File: src/rtl/vram_port_arbiter_if.sv
// Bundle of requester, clear-engine and RAM port B signals for vram_port_arbiter.
// The slave modport is the arbiter's view; master is the requester/RAM side.
interface vram_port_arbiter_if #(
    parameter int ADDR_W = 12,
    parameter int DATA_W = 32
);
    logic              clr_start;
    logic [DATA_W-1:0] clr_word;
    logic              clr_busy;

    logic              r0_req;
    logic              r0_we;
    logic [ADDR_W-1:0] r0_addr;
    logic [DATA_W-1:0] r0_wdata;
    logic              r0_gnt;
    logic              r0_rvalid;
    logic [DATA_W-1:0] r0_rdata;

    logic              r1_req;
    logic              r1_we;
    logic [ADDR_W-1:0] r1_addr;
    logic [DATA_W-1:0] r1_wdata;
    logic              r1_gnt;
    logic              r1_rvalid;
    logic [DATA_W-1:0] r1_rdata;

    logic [ADDR_W-1:0] addr_b;
    logic [DATA_W-1:0] data_b;
    logic              we_b;
    logic [DATA_W-1:0] q_b;

    modport slave (
        input  clr_start, clr_word,
        input  r0_req, r0_we, r0_addr, r0_wdata,
        input  r1_req, r1_we, r1_addr, r1_wdata,
        input  q_b,
        output clr_busy,
        output r0_gnt, r0_rvalid, r0_rdata,
        output r1_gnt, r1_rvalid, r1_rdata,
        output addr_b, data_b, we_b
    );

    modport master (
        output clr_start, clr_word,
        output r0_req, r0_we, r0_addr, r0_wdata,
        output r1_req, r1_we, r1_addr, r1_wdata,
        output q_b,
        input  clr_busy,
        input  r0_gnt, r0_rvalid, r0_rdata,
        input  r1_gnt, r1_rvalid, r1_rdata,
        input  addr_b, data_b, we_b
    );
endinterface

File: src/rtl/vram_port_arbiter.sv
// Round-robin arbiter for VRAM port B shared by two requesters plus a fill engine.
// All RAM-side signals are registered; reads return with a per-requester strobe.
module vram_port_arbiter #(
    parameter int ADDR_W = 12,
    parameter int DATA_W = 32,
    parameter int RD_LAT = 1
) (
    input  logic                 clk,
    input  logic                 rst,
    vram_port_arbiter_if.slave   bus
);
    localparam int PIPE_D = 1 + RD_LAT;

    typedef enum logic [1:0] {
        IDLE,
        SERVE,
        CLEAR
    } state_t;

    state_t            state, state_nxt;
    logic              last, last_nxt;

    logic [ADDR_W:0]   clr_cnt;
    logic [ADDR_W:0]   clr_cnt_nxt;
    logic [DATA_W-1:0] clr_word_q;
    logic              clr_busy;
    logic              clr_accept;
    logic              clr_done;

    logic              arb_ok;
    logic              pick0;
    logic              gnt0, gnt1;
    logic              rd_gnt;

    logic [ADDR_W-1:0] addr_q, addr_nxt;
    logic [DATA_W-1:0] data_q, data_nxt;
    logic              we_q, we_nxt;

    logic [PIPE_D-1:0] pv;
    logic [PIPE_D-1:0] pid;
    logic              rvalid0_q, rvalid1_q;
    logic [DATA_W-1:0] rdata0_q, rdata1_q;

    assign clr_busy    = (state == CLEAR);
    assign clr_accept  = bus.clr_start & ~clr_busy;
    // Counter carries one extra bit so the sweep end is seen at 2^ADDR_W.
    assign clr_cnt_nxt = clr_cnt + (ADDR_W+1)'(1);
    assign clr_done    = clr_cnt_nxt[ADDR_W];

    assign arb_ok = ~clr_busy & ~clr_accept & ~rst;
    assign pick0  = bus.r0_req & (~bus.r1_req | last);
    assign gnt0   = pick0 & arb_ok;
    assign gnt1   = bus.r1_req & ~pick0 & arb_ok;
    assign rd_gnt = (gnt0 & ~bus.r0_we) | (gnt1 & ~bus.r1_we);

    always_comb begin
        state_nxt = state;
        last_nxt  = last;
        addr_nxt  = addr_q;
        data_nxt  = data_q;
        we_nxt    = 1'b0;
        case (state)
            CLEAR: begin
                we_nxt   = 1'b1;
                addr_nxt = clr_cnt[ADDR_W-1:0];
                data_nxt = clr_word_q;
                if (clr_done)
                    state_nxt = IDLE;
            end
            default: begin
                if (clr_accept)
                    state_nxt = CLEAR;
                else if (gnt0 | gnt1)
                    state_nxt = SERVE;
                else
                    state_nxt = IDLE;

                if (gnt0) begin
                    we_nxt   = bus.r0_we;
                    addr_nxt = bus.r0_addr;
                    data_nxt = bus.r0_wdata;
                    last_nxt = 1'b0;
                end else if (gnt1) begin
                    we_nxt   = bus.r1_we;
                    addr_nxt = bus.r1_addr;
                    data_nxt = bus.r1_wdata;
                    last_nxt = 1'b1;
                end
            end
        endcase
    end

    always_ff @(posedge clk) begin
        if (rst) begin
            state      <= IDLE;
            last       <= 1'b1;
            clr_cnt    <= '0;
            clr_word_q <= '0;
            addr_q     <= '0;
            data_q     <= '0;
            we_q       <= 1'b0;
            pv         <= '0;
            pid        <= '0;
            rvalid0_q  <= 1'b0;
            rvalid1_q  <= 1'b0;
            rdata0_q   <= '0;
            rdata1_q   <= '0;
        end else begin
            state  <= state_nxt;
            last   <= last_nxt;
            addr_q <= addr_nxt;
            data_q <= data_nxt;
            we_q   <= we_nxt;

            if (clr_accept) begin
                clr_word_q <= bus.clr_word;
                clr_cnt    <= '0;
            end else if (clr_busy) begin
                clr_cnt <= clr_cnt_nxt;
            end

            // Tag pipeline: the exit stage lines up with q_b for the tagged read.
            pv  <= {pv[PIPE_D-2:0], rd_gnt};
            pid <= {pid[PIPE_D-2:0], gnt1};

            rvalid0_q <= pv[RD_LAT] & ~pid[RD_LAT];
            rvalid1_q <= pv[RD_LAT] &  pid[RD_LAT];
            if (pv[RD_LAT] & ~pid[RD_LAT])
                rdata0_q <= bus.q_b;
            if (pv[RD_LAT] & pid[RD_LAT])
                rdata1_q <= bus.q_b;
        end
    end

    assign bus.clr_busy  = clr_busy;
    assign bus.r0_gnt    = gnt0;
    assign bus.r1_gnt    = gnt1;
    assign bus.r0_rvalid = rvalid0_q;
    assign bus.r1_rvalid = rvalid1_q;
    assign bus.r0_rdata  = rdata0_q;
    assign bus.r1_rdata  = rdata1_q;
    assign bus.addr_b    = addr_q;
    assign bus.data_b    = data_q;
    assign bus.we_b      = we_q;
endmodule

File: src/flat_wrapper.sv
// flat-port wrapper written by rule: the top's interface ports become plain ports
module vram_port_arbiter_flat 
#(
    parameter int ADDR_W = 12,
    parameter int DATA_W = 32,
    parameter int RD_LAT = 1
)
  (clk, rst, bus_clr_start, bus_clr_word, bus_r0_req, bus_r0_we, bus_r0_addr, bus_r0_wdata, bus_r1_req, bus_r1_we, bus_r1_addr, bus_r1_wdata, bus_q_b, bus_clr_busy, bus_r0_gnt, bus_r0_rvalid, bus_r0_rdata, bus_r1_gnt, bus_r1_rvalid, bus_r1_rdata, bus_addr_b, bus_data_b, bus_we_b);
  vram_port_arbiter_if #(.ADDR_W(ADDR_W), .DATA_W(DATA_W)) bus_i ();
  input  logic clk;
  input  logic rst;
  input wire logic [$bits(bus_i.clr_start)-1:0] bus_clr_start;
  input wire logic [$bits(bus_i.clr_word)-1:0] bus_clr_word;
  input wire logic [$bits(bus_i.r0_req)-1:0] bus_r0_req;
  input wire logic [$bits(bus_i.r0_we)-1:0] bus_r0_we;
  input wire logic [$bits(bus_i.r0_addr)-1:0] bus_r0_addr;
  input wire logic [$bits(bus_i.r0_wdata)-1:0] bus_r0_wdata;
  input wire logic [$bits(bus_i.r1_req)-1:0] bus_r1_req;
  input wire logic [$bits(bus_i.r1_we)-1:0] bus_r1_we;
  input wire logic [$bits(bus_i.r1_addr)-1:0] bus_r1_addr;
  input wire logic [$bits(bus_i.r1_wdata)-1:0] bus_r1_wdata;
  input wire logic [$bits(bus_i.q_b)-1:0] bus_q_b;
  output wire logic [$bits(bus_i.clr_busy)-1:0] bus_clr_busy;
  output wire logic [$bits(bus_i.r0_gnt)-1:0] bus_r0_gnt;
  output wire logic [$bits(bus_i.r0_rvalid)-1:0] bus_r0_rvalid;
  output wire logic [$bits(bus_i.r0_rdata)-1:0] bus_r0_rdata;
  output wire logic [$bits(bus_i.r1_gnt)-1:0] bus_r1_gnt;
  output wire logic [$bits(bus_i.r1_rvalid)-1:0] bus_r1_rvalid;
  output wire logic [$bits(bus_i.r1_rdata)-1:0] bus_r1_rdata;
  output wire logic [$bits(bus_i.addr_b)-1:0] bus_addr_b;
  output wire logic [$bits(bus_i.data_b)-1:0] bus_data_b;
  output wire logic [$bits(bus_i.we_b)-1:0] bus_we_b;
  assign bus_i.clr_start = bus_clr_start;
  assign bus_i.clr_word = bus_clr_word;
  assign bus_i.r0_req = bus_r0_req;
  assign bus_i.r0_we = bus_r0_we;
  assign bus_i.r0_addr = bus_r0_addr;
  assign bus_i.r0_wdata = bus_r0_wdata;
  assign bus_i.r1_req = bus_r1_req;
  assign bus_i.r1_we = bus_r1_we;
  assign bus_i.r1_addr = bus_r1_addr;
  assign bus_i.r1_wdata = bus_r1_wdata;
  assign bus_i.q_b = bus_q_b;
  assign bus_clr_busy = bus_i.clr_busy;
  assign bus_r0_gnt = bus_i.r0_gnt;
  assign bus_r0_rvalid = bus_i.r0_rvalid;
  assign bus_r0_rdata = bus_i.r0_rdata;
  assign bus_r1_gnt = bus_i.r1_gnt;
  assign bus_r1_rvalid = bus_i.r1_rvalid;
  assign bus_r1_rdata = bus_i.r1_rdata;
  assign bus_addr_b = bus_i.addr_b;
  assign bus_data_b = bus_i.data_b;
  assign bus_we_b = bus_i.we_b;
  vram_port_arbiter #(.ADDR_W(ADDR_W), .DATA_W(DATA_W), .RD_LAT(RD_LAT)) u_core (.clk(clk), .rst(rst), .bus(bus_i));
endmodule
File: config.mk
export PLATFORM = sky130hd
export DESIGN_NAME = vram_port_arbiter_flat
export DESIGN_NICKNAME = d
export VERILOG_FILES = /design/src/rtl/vram_port_arbiter_if.sv /design/src/rtl/vram_port_arbiter.sv /design/src/flat_wrapper.sv
export SDC_FILE = /design/constraint.sdc
export NUM_CORES = 1
export LEC_CHECK = 0
export BUFFER_PORTS_ARGS = -buffer_cell sky130_fd_sc_hd__buf_2
export CORE_UTILIZATION = 54
export CTS_BUF_LIST = sky130_fd_sc_hd__clkbuf_4 sky130_fd_sc_hd__clkbuf_8
export CTS_CLUSTER_DIAMETER = 150
export DETAILED_ROUTE_END_ITERATION = 7
export PLACE_DENSITY_LB_ADDON = 0.05
export REMOVE_ABC_BUFFERS = 1
export SETUP_SLACK_MARGIN = 0.15
export SLEW_MARGIN = 25
export SYNTH_ARGS = -nofsm -noshare
export SYNTH_HDL_FRONTEND = slang
export SYNTH_SLANG_ARGS = --single-unit
File: constraint.sdc
create_clock -name clk -period 3.71 [get_ports clk]
set_input_delay 0.5565 -clock clk [delete_from_list [all_inputs] [get_ports clk]]
set_output_delay 0.5565 -clock clk [all_outputs]
set_load 0.03 [all_outputs]
-- After elaboration in Yosys (flattened, before gate mapping)
Index checks and enable logic that the tools add are counted.
- memories kept: 0
- register bits after elaboration: 163
- output and inout port bits: 114
- bits in read-only memories: 0
- word-level logic and storage cells: 57
- RAM bits: 0
- bits in latches: 0
- bitwise operators: 22
- order comparisons: 0
- multiply operators: 0
- eq/ne operators: 2
- div/mod/pow operators: 0
- shifts and indexed selects: 0
- add/subtract/negate cells: 1
- muxes and demuxes: 15
- reductions and logical operators: 4
- operator list (cell ; number):
    $mux 32 ; 3
    $mux 12 ; 3
    $add 13x1->13 const B ; 1
    $and 1x1->1 ; 11
    $not 1->1 ; 8
    $mux 1 ; 6
    $mux 2 ; 3
    $or 1x1->1 ; 3
    $reduce_bool 3->1 ; 1
    $eq 2x2->1 const B ; 1
    $ne 2x1->1 const B ; 1
    $reduce_and 2->1 ; 1
    $reduce_bool 2->1 ; 1
    $reduce_or 2->1 ; 1

-- Depth between registers and ports, before layout
- word-level depth: 11
- mapped depth: 6
- gate-level depth less buffers: 5

-- Worst setup path before layout
No wires, ideal clock.
- path type: input port to output port
- from: in bus_r1_req
- to: out bus_r0_gnt
- required time: 3154 ps
- slack: 1762 ps
- stages on the path: 4
- arrival time: 1391 ps
- cells stage by stage: inv_1 o21ai_0 buf_2 nor2_1
- longest elaborated chain between the ends: 4
- ends and longest elaborated chain (item ; line ; RTL):
    start: declaration ; flat_wrapper.sv:18 ; input wire logic [$bits(bus_i.r1_req)-1:0] bus_r1_req;
    $not 1->1 ; vram_port_arbiter.sv:51 ; assign pick0 = bus.r0_req & (~bus.r1_req | last);
    $or 1x1->1 ; vram_port_arbiter.sv:51 ;
    $and 1x1->1 ; vram_port_arbiter.sv:51 ;
    $and 1x1->1 ; vram_port_arbiter.sv:52 ; assign gnt0 = pick0 & arb_ok;
    end: declaration ; flat_wrapper.sv:24 ; output wire logic [$bits(bus_i.r0_gnt)-1:0] bus_r0_gnt;
Every way passes these cells.

-- Final worst setup path
- from: reg u_core.state[0]
- to: out bus_r1_gnt
- longest elaborated chain between the ends: 7
- ends and longest elaborated chain (item ; line ; RTL):
    start: declaration ; vram_port_arbiter.sv:20 ; state_t state, state_nxt;
    start signal: assignment ; vram_port_arbiter.sv:109 ; state <= state_nxt;
    $eq 2x2->1 * ; vram_port_arbiter.sv:44 ; assign clr_busy = (state == CLEAR);
    $not 1->1 * ; vram_port_arbiter.sv:45, vram_port_arbiter.sv:50 ;
    $and 1x1->1 ; vram_port_arbiter.sv:45 ; assign clr_accept = bus.clr_start & ~clr_busy;
    $not 1->1 ; vram_port_arbiter.sv:50 ; assign arb_ok = ~clr_busy & ~clr_accept & ~rst;
    $and 1x1->1 * (2 in a row) ; vram_port_arbiter.sv:50 ;
    $and 1x1->1 * ; vram_port_arbiter.sv:53 ; assign gnt1 = bus.r1_req & ~pick0 & arb_ok;
    end: declaration ; flat_wrapper.sv:27 ; output wire logic [$bits(bus_i.r1_gnt)-1:0] bus_r1_gnt;
Mark *: on every way between the ends. The rest lies on a longest branch, timed or not.

==> summary.txt <==
====================================================================================
Run status                                                                 completed
Netlist area before placement                                               6640 µm²
Synth Warn #                                                                       0
CP Launch Type                                                             flip-flop
Number of buffers created by CTS                                                  17
Most common library cell in the layout ignoring fill and taps                  buf_2
Number of nets with antenna violations after routing                               0
Period utilisation layout                                                      70.5%
Count of cell types in the netlist                                                41
Post-Syn Area per Cell                                                      8.24 µm²
Sequential area share after synthesis                                          49.1%
Register bit total from synthesis                                                163
Proportion of layout cells with a drive suffix above 1                         30.9%
Number of detailed-routing iterations run before antenna repair                    5
Final critical-path setup slack                                              1.09 ns
Worst Setup Slack post-DPL                                                   1.34 ns
Worst slew margin                                                              41.3%
Cells taking the most area after synthesis                              dfxtp_1, nand2_1, a21oi_1
Cell count after synthesis                                                       806
HPWL after detailed placement                                               12100 µm
Placer congestion estimate                                                     0.797
Reg clk slew, reported paths                                                 0.08 ns
Die span in x                                                                 113 µm
Library cell used as clock root buffer                                      clkbuf_8
Ys flop type                                                                 dfxtp_1
Transition time at the pin with the least slew margin                       0.881 ns
CP Data Arrival Time                                                         2.06 ns
Final worst path period need                                                 2.62 ns
Classification of the worst setup path                                    reg -> out
Total I/O pin count                                                              273
Number of slew-limit violations in the final report                                0
Number of standard-cell rows in the floorplan                                     40
Layout Nets                                                                     1204
Number of diodes                                                                   0
Detail-routed net length per standard cell                                   14.8 µm
Clock tree from TritonCTS                                                        yes
Post-CTS setup-driven buffer insertion count                                       0
Destination of the worst register-to-register timing path               u_core.clr_word_q[24]$_SDFFE_PP0P_
Number of enable-type register cells in the synthesized netlist                    0
Highest achievable clock rate                                                382 MHz
Clock sink count                                                                 163
Global router's overall resource usage                                         27.9%
Total of cells resized after clock tree synthesis                                  0
Number of max-cap violations                                                       0
Commonest non-fill, non-tap cells in the layout                         buf_2, nand2_1, dfxtp_1
Share of Yosys cell area claimed by the top area cell type                     49.1%
Skew final                                                                0.00887 ns
Cell type contributing the most total cell area after synthesis              dfxtp_1
Final wirelength                                                            17800 µm
Setup slack, reg-to-reg                                                      1.48 ns
Worst path required time                                                     3.15 ns
# H-tree levels                                                                    4
Quantity of hold-fixing buffers added after cts                                    0
Crit Path Max Fanout                                                              14
Number of cell instances on the worst register-to-register path                    7
Number of design rule violations left after detail routing                         0
Number of antenna violations at the first check in global routing                  0
Initial core utilization                                                       55.3%
Source-to-sink clock delay at the later pin of the worst-skew pair           0.44 ns
Initial DRC count                                                                628
Number of global-route vias before repair                                       5974
RSZ-0062 raised after global routing                                              no
Hold WC Path Type                                                          in -> reg
Startpoint of the worst-slack reg-to-reg timing path                    u_core.state[0]$_SDFFE_PP0P_
Share of flip-flops with an asynchronous set or reset after synthesis             0%
Origin of the worst setup path                                          u_core.state[0]$_SDFFE_PP0P_
Crit path capture                                                         bus_r1_gnt
Via count of the routed design                                                  6532
Leakage power                                                                3.69 nW
CTS max path bufs                                                                  2
Vertical die dimension                                                        113 µm
Wire length of the first global-routing pass                                28600 µm
Layout Area Growth over Synthesis                                              27.7%
Std-Cell Core Area                                                         12000 µm²
Number of vias per cell after detailed routing                                  5.43
Final-report setup violation count                                                 0
Maximum number of pins on one net before global-route repair                      78
Final hold vios                                                                    0
Endpoint type of the worst setup path                                   primary output
Setup TNS after final layout                                                    0 ns
Worst ir drop on vdd                                                          305 µV
Count of buffers inserted at the top-level ports                                 272
Power Dens Cells                                                          437 nW/µm²
Total congestion overflow                                                          0
Die footprint                                                              12700 µm²
Sum of internal, switching and leakage power                                 3.71 mW
====================================================================================
==> worst max-delay path, stage by stage, from the launching register on <==
cell,delay [ns]
dfxtp_1,0.32
nand2b_1,0.42
inv_1,0.11
nor3_1,0.32
and3_1,0.23
buf_2,0.22
==> sequential cells by signal, indices dropped and copies added (netlist names) <==
signal and flops:
u_core.bus.data_b 32, u_core.bus.r0_rdata 32, u_core.bus.r1_rdata 32, u_core.clr_word_q 32, u_core.clr_cnt 13, u_core.bus.addr_b 12, u_core.pid 2, u_core.pv 2
u_core.state 2, u_core.bus.r0_rvalid 1, u_core.bus.r1_rvalid 1, u_core.bus.we_b 1, u_core.last 1
==> logic make-up (layout without fill, tap and decap cells) <==
logic type,count (synthesis),count (layout),synth area share [%]
fa+ha+maj,1,1,0.188
compound gates,258,258,23.8
buf+inv,76,326,4.37
simple gates,275,275,17.7
mux,23,23,3.47
xor+xnor,10,10,1.32
flops,163,163,49.1
==> where the power goes <==
group / switching (mW) / leakage, nW / internal, mW / total [mW]
Sequential: 0.0353 / 1.32 / 1.82 / 1.85
Combinational: 0.332 / 2.15 / 0.185 / 0.517
Clock: 0.607 / 0.216 / 0.728 / 1.34
==> final cells by class <==
type / instances / area, µm²
Fill cell: 1075 / 3530
Sequential cell: 163 / 3260
Multi-Input combinational cell: 567 / 3110
Timing Repair Buffer: 287 / 1480
Clock buffer: 22 / 290
Tap cell: 147 / 184
Clock inverter: 9 / 126
Inverter: 8 / 30.0
==> metrics by stage <==
step	area, µm²	hold slack (ns)	instances	utilization (%)
2_1_floorplan	6380	0.414	738	-
3_3_place_gp	8060	0.436	1172	67.1
3_5_place_dp	8060	0.444	1172	67.1
4_1_cts	8480	0.321	1203	70.6
5_1_grt	8480	0.330	1203	70.6
6_report	8480	0.342	1203	70.6
==> worst min path at each step <==
stage	from	end	slack (ns)	cells after the start
after floorplan	u_core.pid[0]$_SDFF_PP0_	u_core.pid[1]$_SDFF_PP0_	0.41	1
after global placement	u_core.pid[0]$_SDFF_PP0_	u_core.pid[1]$_SDFF_PP0_	0.44	1
after detailed placement	u_core.bus.r1_rdata[29]$_SDFFE_PP0P_	u_core.bus.r1_rdata[29]$_SDFFE_PP0P_	0.44	2
after CTS	bus_clr_word[9]	u_core.clr_word_q[9]$_SDFFE_PP0P_	0.32	3
after global routing	bus_clr_word[23]	u_core.clr_word_q[23]$_SDFFE_PP0P_	0.33	3
final	bus_clr_word[23]	u_core.clr_word_q[23]$_SDFFE_PP0P_	0.34	3
==> synthesized netlist by cell type, types with 5 or more instances <==
| cell type | n |
|---|---|
| nand2_1 | 203 |
| a21oi_1 | 120 |
| o211ai_1 | 40 |
| o21ai_0 | 25 |
| mux2i_1 | 23 |
| a21o_1 | 19 |
| clkbuf_1 | 57 |
| buf_1 | 7 |
| nand4_1 | 5 |
| and2_1 | 24 |
| nor2_1 | 18 |
| dfxtp_1 | 163 |
| xnor2_1 | 6 |
| inv_1 | 8 |
| a22oi_1 | 42 |
==> metal layers <==
layer / global-route usage [%] / part of all wire, %
met1: 35.0 / 43
met5: 0 / 0
met2: 46.2 / 48
met3: 5.57 / 5.2
met4: 13.6 / 3.1
Power figures use the tool's default switching activity.
